[src/rtl/blk_rx_decoder.sv]
// Receive-side block decoder: sync/data split, hi/lo credit accumulation, CRC error recovery, 2-entry data FIFO.
// Define BLK_RX_DECODER_STATS_EN to build the saturating statistics counters.
module blk_rx_decoder #(
  parameter int unsigned DATA_WORDS   = 7,
  parameter int unsigned WORD_W       = 64,
  parameter int unsigned VC_W         = 4,
  parameter int unsigned CRC_W        = 24,
  parameter int unsigned CREDIT_ACC_W = 12,
  parameter int unsigned CNT_W        = 16,
  parameter logic [2:0]  BTYPE_SYNC   = 3'b010,
  localparam int unsigned BLOCK_W     = WORD_W * (DATA_WORDS + 1),
  localparam int unsigned PAY_W       = DATA_WORDS * WORD_W,
  localparam int unsigned VCS_W       = DATA_WORDS * VC_W
) (
  input  logic                    clk,
  input  logic                    rst,
  input  logic [BLOCK_W-1:0]      blk_rx_data,
  input  logic                    blk_rx_valid,
  input  logic                    blk_crc_match,
  output logic [7:0]              rx_sync_txseq,
  output logic [7:0]              rx_sync_rxseq,
  output logic [1:0]              rx_sync_req,
  output logic                    rx_sync_ack,
  output logic                    rx_sync_valid,
  output logic                    rx_blk_received,
  output logic                    rx_blk_error,
  output logic [PAY_W-1:0]        rx_data_payload,
  output logic [VCS_W-1:0]        rx_data_vcs,
  output logic                    rx_data_ack,
  output logic                    rx_data_valid,
  input  logic                    rx_data_ready,
  output logic [CREDIT_ACC_W-1:0] credits_lo,
  output logic [CREDIT_ACC_W-1:0] credits_hi,
  input  logic                    credit_take_lo,
  input  logic                    credit_take_hi,
  output logic                    rx_overflow,
  output logic                    credit_ovf,
  output logic [CNT_W-1:0]        stat_crc_err,
  output logic [CNT_W-1:0]        stat_data_blk,
  output logic [CNT_W-1:0]        stat_drop
);

  if (CRC_W + VC_W * DATA_WORDS != 52) begin : g_crc_w_check
    $error("blk_rx_decoder: CRC_W + VC_W*DATA_WORDS must equal 52");
  end
  if (CREDIT_ACC_W < 8) begin : g_acc_w_check
    $error("blk_rx_decoder: CREDIT_ACC_W must be at least 8");
  end

  typedef enum logic {LINK_OK = 1'b0, ERR_DROP = 1'b1} state_t;

  typedef struct packed {
    logic [PAY_W-1:0] payload;
    logic [VCS_W-1:0] vcs;
    logic             ack;
  } entry_t;

  state_t                state;
  entry_t                mem0, mem1, new_entry;
  logic [1:0]            fifo_cnt;
  logic [63:0]           hdr;
  logic                  good, bad, is_data, is_sync, is_idle, good_sync;
  logic                  accept, push_req, pop, push, ovf_drop;
  logic [CREDIT_ACC_W:0] sum_lo, sum_hi;
  logic                  unused_crc;

  assign hdr        = blk_rx_data[63:0];
  assign unused_crc = ^hdr[CRC_W-1:0];

  // Block classification and acceptance
  assign good      = blk_rx_valid & blk_crc_match;
  assign bad       = blk_rx_valid & ~blk_crc_match;
  assign is_data   = ~hdr[62];
  assign is_sync   = (hdr[63:61] == BTYPE_SYNC);
  assign is_idle   = &hdr[51:CRC_W];
  assign good_sync = good & is_sync;
  assign accept    = good & is_data & (state == LINK_OK);
  assign push_req  = accept & ~is_idle;
  assign pop       = (fifo_cnt != 2'd0) & rx_data_ready;
  assign push      = push_req & ((fifo_cnt != 2'd2) | pop);
  assign ovf_drop  = push_req & ~push;

  // Reorder payload so that word 0 lands in the MSBs
  always_comb begin
    new_entry = '0;
    for (int i = 0; i < DATA_WORDS; i++) begin
      new_entry.payload[(DATA_WORDS-1-i)*WORD_W +: WORD_W] = blk_rx_data[WORD_W*(i+1) +: WORD_W];
    end
    new_entry.vcs = hdr[51:CRC_W];
    new_entry.ack = hdr[60];
  end

  assign sum_lo = (credit_take_lo ? {(CREDIT_ACC_W+1){1'b0}} : {1'b0, credits_lo})
                + ((accept & ~hdr[61]) ? (CREDIT_ACC_W+1)'(hdr[59:52]) : {(CREDIT_ACC_W+1){1'b0}});
  assign sum_hi = (credit_take_hi ? {(CREDIT_ACC_W+1){1'b0}} : {1'b0, credits_hi})
                + ((accept &  hdr[61]) ? (CREDIT_ACC_W+1)'(hdr[59:52]) : {(CREDIT_ACC_W+1){1'b0}});

  assign rx_data_payload = mem0.payload;
  assign rx_data_vcs     = mem0.vcs;
  assign rx_data_ack     = mem0.ack;
  assign rx_data_valid   = (fifo_cnt != 2'd0);

  always_ff @(posedge clk) begin
    if (rst) begin
      state           <= LINK_OK;
      rx_sync_txseq   <= '0;
      rx_sync_rxseq   <= '0;
      rx_sync_req     <= '0;
      rx_sync_ack     <= 1'b0;
      rx_sync_valid   <= 1'b0;
      rx_blk_received <= 1'b0;
      rx_blk_error    <= 1'b0;
      credits_lo      <= '0;
      credits_hi      <= '0;
      rx_overflow     <= 1'b0;
      credit_ovf      <= 1'b0;
      mem0            <= '0;
      mem1            <= '0;
      fifo_cnt        <= 2'd0;
    end else begin
      rx_sync_valid   <= good_sync;
      rx_blk_received <= accept;
      rx_blk_error    <= bad;
      if (good_sync) begin
        rx_sync_txseq <= hdr[51:44];
        rx_sync_rxseq <= hdr[43:36];
        rx_sync_req   <= hdr[53:52];
        rx_sync_ack   <= hdr[60];
      end

      // Error recovery: only a good SYNC re-opens the link
      case (state)
        LINK_OK:  if (bad)       state <= ERR_DROP;
        ERR_DROP: if (good_sync) state <= LINK_OK;
        default:                 state <= LINK_OK;
      endcase

      credits_lo <= sum_lo[CREDIT_ACC_W] ? '1 : sum_lo[CREDIT_ACC_W-1:0];
      credits_hi <= sum_hi[CREDIT_ACC_W] ? '1 : sum_hi[CREDIT_ACC_W-1:0];
      if (sum_lo[CREDIT_ACC_W] | sum_hi[CREDIT_ACC_W]) credit_ovf <= 1'b1;
      if (ovf_drop) rx_overflow <= 1'b1;

      // Two-entry FIFO, mem0 is the head
      case ({push, pop})
        2'b10: begin
          if (fifo_cnt == 2'd0) mem0 <= new_entry;
          else                  mem1 <= new_entry;
          fifo_cnt <= fifo_cnt + 2'd1;
        end
        2'b01: begin
          mem0     <= mem1;
          fifo_cnt <= fifo_cnt - 2'd1;
        end
        2'b11: begin
          if (fifo_cnt == 2'd1) begin
            mem0 <= new_entry;
          end else begin
            mem0 <= mem1;
            mem1 <= new_entry;
          end
        end
        default: ;
      endcase
    end
  end

`ifdef BLK_RX_DECODER_STATS_EN
  logic err_discard;
  assign err_discard = blk_rx_valid & is_data & (state == ERR_DROP);

  always_ff @(posedge clk) begin
    if (rst) begin
      stat_crc_err  <= '0;
      stat_data_blk <= '0;
      stat_drop     <= '0;
    end else begin
      if (bad && stat_crc_err != '1)                     stat_crc_err  <= stat_crc_err + CNT_W'(1);
      if (push && stat_data_blk != '1)                   stat_data_blk <= stat_data_blk + CNT_W'(1);
      if ((err_discard | ovf_drop) && stat_drop != '1)   stat_drop     <= stat_drop + CNT_W'(1);
    end
  end
`else
  assign stat_crc_err  = '0;
  assign stat_data_blk = '0;
  assign stat_drop     = '0;
`endif

endmodule

[config.mk]
export PLATFORM = sky130hd
export DESIGN_NAME = blk_rx_decoder
export DESIGN_NICKNAME = d
export VERILOG_FILES = /design/src/rtl/blk_rx_decoder.sv
export SDC_FILE = /design/constraint.sdc
export NUM_CORES = 2
export LEC_CHECK = 0
export CAP_MARGIN = 10
export CELL_PAD_IN_SITES_DETAIL_PLACEMENT = 1
export CELL_PAD_IN_SITES_GLOBAL_PLACEMENT = 1
export CORE_MARGIN = 2
export CORE_UTILIZATION = 25
export DETAILED_ROUTE_END_ITERATION = 16
export PLACE_DENSITY_LB_ADDON = 0.08
export SYNTH_ARGS = -nofsm -noshare
export SYNTH_HDL_FRONTEND = slang
export SYNTH_SLANG_ARGS = --single-unit
[constraint.sdc]
create_clock -name clk -period 8.4 [get_ports clk]
set_input_delay 2.1 -clock clk [delete_from_list [all_inputs] [get_ports clk]]
set_output_delay 2.1 -clock clk [all_outputs]
set_load 0.02 [all_outputs]
## Yosys cells after proc, flatten, opt, wreduce, memory -nomap -nowiden

Cells that the tools add are included.

| storage, ports and cells | value |
|---|---|
| bits in registers | 1005 |
| bits in latches | 0 |
| RAM bits | 0 |
| bits in read-only memories | 0 |
| input port bits | 519 |
| output and inout port bits | 574 |
| word-level logic and storage cells | 75 |
| memories | 0 |

| cells by class | value |
|---|---|
| add/sub/neg operators | 4 |
| $mul | 0 |
| divide/modulo/power cells | 0 |
| magnitude comparators | 0 |
| equal/unequal tests | 9 |
| shift-type cells | 0 |
| multiplexer cells | 16 |
| bitwise gates (word level) | 19 |
| reductions and logical operators | 8 |

Operators by type and width:

| cell | number |
|---|---|
| 477-bit two-way mux | 4 |
| 477-bit one-hot mux with 3 select lines | 1 |
| 477-bit one-hot mux with 2 select lines | 1 |
| 12-bit two-way mux | 4 |
| 28-bit AND reduction | 1 |
| 12-bit by 8-bit adder with 13-bit output | 2 |
| 8-bit two-way mux | 2 |
| 1-bit AND | 11 |
| 2-bit != test, second input constant | 4 |
| 1-bit inverter | 6 |
| 2-bit nonzero test | 3 |
| 2-bit by 1-bit == test with 1-bit output, second input constant | 2 |
| 2-bit == test, second input constant | 2 |
| 2-bit one-hot mux with 2 select lines | 1 |
| 3-bit by 2-bit == test with 1-bit output, second input constant | 1 |
| 3-bit AND reduction | 1 |
| 3-bit nonzero test | 1 |
| 2-bit by 1-bit adder with 2-bit output, second input constant | 1 |
| 2-bit logical NOT | 1 |
| 1-bit two-way mux | 2 |
| 1-bit OR | 2 |
| 1-bit one-hot mux with 2 select lines | 1 |
| 2-bit AND reduction | 1 |
| 2-bit by 1-bit subtractor with 2-bit output, second input constant | 1 |

## Longest topological paths before layout

| logic depth | value |
|---|---|
| word-level depth | 8 |
| mapped depth | 11 |

## Least setup slack after synthesis

Ideal clock, no wire load.

| timing path | value |
|---|---|
| path kind | input port to flip-flop |
| start point | input port blk_crc_match |
| end point | register credit_ovf |
| arrival time | 4385 ps |
| required time | 8267 ps |
| setup slack | 3883 ps |
| cell stages on the path | 11 |
| path through | and4bb_2 -> clkbuf_1 -> and3_1 -> ha_1 -> fa_1 -> a211oi_1 -> o211ai_1 -> nand2_1 -> or3_1 -> clkbuf_1 -> a31oi_1 |

| between the ends | value |
|---|---|
| word-level cells in the longest chain between the ends | 7 |
| elaborated cells between the ends (all ways) | 10 |
| classes of those cells | 2 x add/sub; 2 x mux; 6 x bitwise |

Ends and longest elaborated chain:

| what | RTL line | source |
|---|---|---|
| start, declared | 19 | `input logic blk_crc_match,` |
| 1-bit AND (*) | 71 | `assign good = blk_rx_valid & blk_crc_match;` |
| 1-bit AND (*) (2 in series) | 77 | `assign accept = good & is_data & (state == LINK_OK);` |
| 1-bit AND (on tied branches) | 94, 96 |  |
| 8-bit two-way mux (on tied branches) | 94, 96 |  |
| 12-bit by 8-bit adder with 13-bit output (on tied branches) | 94, 96 |  |
| 1-bit OR (*) | 140 | `if (sum_lo[CREDIT_ACC_W] \| sum_hi[CREDIT_ACC_W]) credit_ovf <= 1'b1;` |
| end signal, assigned | 116 | `credit_ovf <= 1'b0;` |
| end signal, assigned | 140 |  |
| end, declared | 37 | `output logic credit_ovf,` |

Mark *: on every way between the ends. The rest lies on a longest branch, timed or not.
A chain may end at the register's enable or synchronous reset.

## Worst setup path after layout

| timing path | value |
|---|---|
| start point | input port blk_rx_data[48] |
| end point | register mem0, in the netlist rx_data_payload[179] |

| between the ends | value |
|---|---|
| word-level cells in the longest chain between the ends | 7 |
| elaborated cells between the ends (all ways) | 11 |
| classes of those cells | 4 x eq/ne; 1 x mux; 3 x bitwise; 3 x reduce/logical |

Ends and longest elaborated chain:

| what | RTL line | source |
|---|---|---|
| start, declared | 17 | `input logic [BLOCK_W-1:0] blk_rx_data,` |
| 28-bit AND reduction (*) | 75 | `assign is_idle = &hdr[51:CRC_W];` |
| 1-bit inverter (*) | 78 | `assign push_req = accept & ~is_idle;` |
| 1-bit AND (*) | 78 |  |
| 1-bit AND (*) | 80 | `assign push = push_req & ((fifo_cnt != 2'd2) \| pop);` |
| 2-bit == test / 2-bit by 1-bit == test with 1-bit output (equally long branches) | 144 | `case ({push, pop})` |
| 2-bit != test (no source line) / 3-bit nonzero test (equally long branches) | - |  |
| 2-bit AND reduction (no source line) | - |  |
| end signal, assigned | 146 | `if (fifo_cnt == 2'd0) mem0 <= new_entry;` |
| end signal, assigned | 151 | `mem0 <= mem1;` |
| end signal, assigned | 156 | `mem0 <= new_entry;` |
| end, declared | 59 | `entry_t mem0, mem1, new_entry;` |

Marked as above.

==> impl_metrics.env <==
export IMPL_status="completed"
export IMPL_syn_area_per_cell_um2=8.39
export IMPL_critPathLaunch="blk_rx_data[48]"
export IMPL_io_pins=1093
export IMPL_preCtsSetupSlack_ns=2.46
export IMPL_reg2reg_depth=8
export IMPL_total_power_w=0.0183
export IMPL_setup_viol=0
export IMPL_fin_crit_ns=5.12
export IMPL_syn_area_um2=43500
export IMPL_fin_skew_ns=0.0400
export IMPL_grtUsageMet3=0.0587
export IMPL_clk_latency_ns=0.79
export IMPL_final_util=0.341
export IMPL_dpl_hpwl_um=121000
export IMPL_avgViaCountPerCell=4.84
export IMPL_postCtsSetupBuffers=0
export IMPL_place_gp_congestion=0.798
export IMPL_timing_rr_start="fifo_cnt[0]"
export IMPL_grt_start_max_net_pins=162
export IMPL_ant_nets=0
export IMPL_yosysWarnings=0
export IMPL_yosysSeqAreaShare=0.463
export IMPL_synth_seq_cells=1005
export IMPL_drt_initial_drc_count=1591
export IMPL_design_area_um2=59000
export IMPL_end_kind="flop"
export IMPL_ctsHtreeMaxLevel=4
export IMPL_area_growth_pct=35.8
export IMPL_die_h_um=421
export IMPL_synth_compound_area_frac=0.224
export IMPL_cts_resized=0
export IMPL_rsz0062_at_grt="false"
export IMPL_die_w_um=421
export IMPL_cts_sinks=1005
export IMPL_grt_pass1_vias=40083
export IMPL_worstReg2RegEnd="rx_data_payload[265]"
export IMPL_routedWlPerCell_um=23.2
export IMPL_synthAdderAreaFrac=0.00639
export IMPL_grt_pass1_wl_um=281000
export IMPL_grtUsageMet2=0.363
export IMPL_synth_mux_area_frac=0.000950
export IMPL_num_vias=40367
export IMPL_fp_coreArea_um2=173000
export IMPL_cp_endpoint="rx_data_payload[179]"
export IMPL_met1_usage=0.237
export IMPL_cp_arrival_ns=5.79
export IMPL_slew_headroom=0.263
export IMPL_synth_area_leader_cell="dfxtp_1"
export IMPL_grt_overflow_total=0
export IMPL_numPortBuffers=1020
export IMPL_yosys_most_used_dff="dfxtp_1"
export IMPL_worst_pin_slew_ns=1.11
export IMPL_synthDominantCellAreaShare=0.463
export IMPL_nets=6437
export IMPL_initial_core_util=0.251
export IMPL_critPathKind="input pin to flop"
export IMPL_die_area_um2=177000
export IMPL_min_from="mem1[308]"
export IMPL_grtUsageTotal=0.210
export IMPL_rows=153
export IMPL_powerDensity_nw_per_um2=310
export IMPL_synth_xor_area_share=0.00222
export IMPL_max_cap_violations=0
export IMPL_drv_slew=0
export IMPL_antenna_found_initial=86
export IMPL_hold_viol=0
export IMPL_synthSimpleGateAreaFrac=0.239
export IMPL_cp_required_ns=9.06
export IMPL_vdd_drop_max_v=0.000206
export IMPL_period_share=0.610
export IMPL_dr_pass1_iters=5
export IMPL_holdBufCountCts=0
export IMPL_r2r_slack_ns=4.78
export IMPL_crit_fanout=143
export IMPL_synth_top_family_by_area="simple AND/OR/NAND/NOR gates"
export IMPL_leakagePower_nw=19.4
export IMPL_busiest_layer="met2"
export IMPL_async_reset_ff_frac=0
export IMPL_root_buffer="clkbuf_16"
export IMPL_ys_top_cells_by_area="dfxtp_1 (46%), nand2_1 (17%), a311oi_2 (14%), a21oi_1 (6.1%), nor3_1 (5.6%)"
export IMPL_clockBufferDepth=3
export IMPL_synth_edf_count=0
export IMPL_place_area_um2=54800
export IMPL_path_clk_slew_ns=0.05
export IMPL_max_freq_mhz=195
export IMPL_finalSetupTns_ns=0
export IMPL_drive_gt1_frac=0.111
export IMPL_ys_types=54
export IMPL_routed_wl_um=194000
export IMPL_numCtsBuffers=130
export IMPL_syn_inst=5183
export IMPL_drc_errors=0
export IMPL_cts_tree="yes"
export IMPL_cp_start_kind="input pin"
export IMPL_hold_class="flop to flop"
export IMPL_setup_ws_ns=3.28
==> per-layer routing <==
metal  up-vias  share of wire
met5         -         0.0022
met3       359          0.058
met4        68          0.044
met2       853           0.50
li1      19245              -
met1     19842           0.40
==> cells in the final DEF, fill, tap and decap left out, drive strengths merged, types with 3 or more instances in the layout <==
| master | synthesis | final |
|---|---|---|
| ha | 19 | 19 |
| nand2 | 1958 | 1958 |
| dfxtp | 1005 | 1005 |
| xor2 | 5 | 5 |
| nor4 | 3 | 3 |
| o21bai | 4 | 4 |
| nor2 | 16 | 16 |
| and2 | 9 | 9 |
| clkbuf | 314 | 207 |
| and3 | 13 | 13 |
| xnor2 | 6 | 6 |
| a211oi | 4 | 4 |
| bufinv | 0 | 3 |
| nand4 | 9 | 9 |
| mux2i | 3 | 3 |
| or3 | 4 | 4 |
| diode | 0 | 24 |
| nor2b | 21 | 21 |
| a311oi | 478 | 478 |
| o21ai | 9 | 9 |
| nor3 | 486 | 486 |
| buf | 226 | 56 |
| clkinv | 0 | 12 |
| nand3 | 3 | 3 |
| a21oi | 527 | 527 |
| or2 | 3 | 3 |
| a31oi | 4 | 4 |
| o211ai | 4 | 4 |
| inv | 15 | 21 |
| a21o | 8 | 8 |
| nand2b | 3 | 3 |
| clkdlybuf4s50 | 0 | 1019 |
| conb | 1 | 48 |
==> kinds of logic after synthesis <==
group	Yosys count
AOI/OAI and AO/OA	1049
xor gates and xnor gates	11
adders and majority gates	21
buffers and inverters	555
DFF	1005
muxes	4
other	1
and+or+nand+nor	2537
==> metrics by stage <==
stage / cells / hold slack (ns)
after detailed placement: 8090 / 0.447
final: 8343 / 0.453
after global placement: 8090 / 0.442
after CTS: 8319 / 0.455
after global routing: 8340 / 0.465
after floorplan: 5230 / 0.437
==> worst min path at each step <==
stage                     end  cells after the start
floorplan             mem1[0]                      2
global placement    mem1[442]                      2
detailed placement  mem1[155]                      2
CTS                 mem1[443]                      2
global route         mem1[21]                      2
finish              mem1[308]                      2
==> cell usage after synthesis, types with 5 or more instances <==
master    count
and2_1        9
nor2b_1      21
inv_1        15
dfxtp_1    1005
xnor2_1       6
clkbuf_1    314
a311oi_2    410
a21oi_1     526
nor3_1      486
ha_1         19
a21o_1        8
a311oi_1     68
buf_6        49
and3_1       13
xor2_1        5
buf_4        66
nand2_1    1958
o21ai_0       9
nand4_1       9
buf_2       111
nor2_1       16
==> layout make-up <==
cell class / count / area (um^2)
multi-input cells: 3670 / 20700
flip-flops and latches: 1005 / 20100
well taps: 2325 / 2910
clock buffers: 207 / 3940
clock inverters: 22 / 270
repair buffers: 1075 / 11000
inverters: 15 / 56.3
fillers: 20050 / 114000
diodes: 24 / 60.1
==> state kept, by name, indices dropped and copies added, names as in the netlist <==
name / flops
rx_sync_rxseq: 8
rx_data_payload: 448
rx_blk_error: 1
rx_sync_req: 2
rx_data_ack: 1
credits_lo: 12
rx_data_vcs: 28
state: 1
rx_overflow: 1
rx_sync_txseq: 8
rx_blk_received: 1
mem1: 477
fifo_cnt: 2
credit_ovf: 1
credits_hi: 12
rx_sync_ack: 1
rx_sync_valid: 1
==> worst max-delay path, stage by stage <==
cell and delay (ns):
clkdlybuf4s50_1 0.60, nand4_1 0.32, nor3_1 0.15, a2111oi_4 0.47, buf_12 0.62, buf_4 0.89
nor3_1 0.13, a311oi_2 0.28
==> power breakdown <==
part	internal, W	leakage, nW	switching [W]
Sequential	0.00557	8.19	0.000425
Clock	0.00331	2.06	0.00228
Combinational	0.00261	9.10	0.00412
Power figures use the tool's default switching activity.
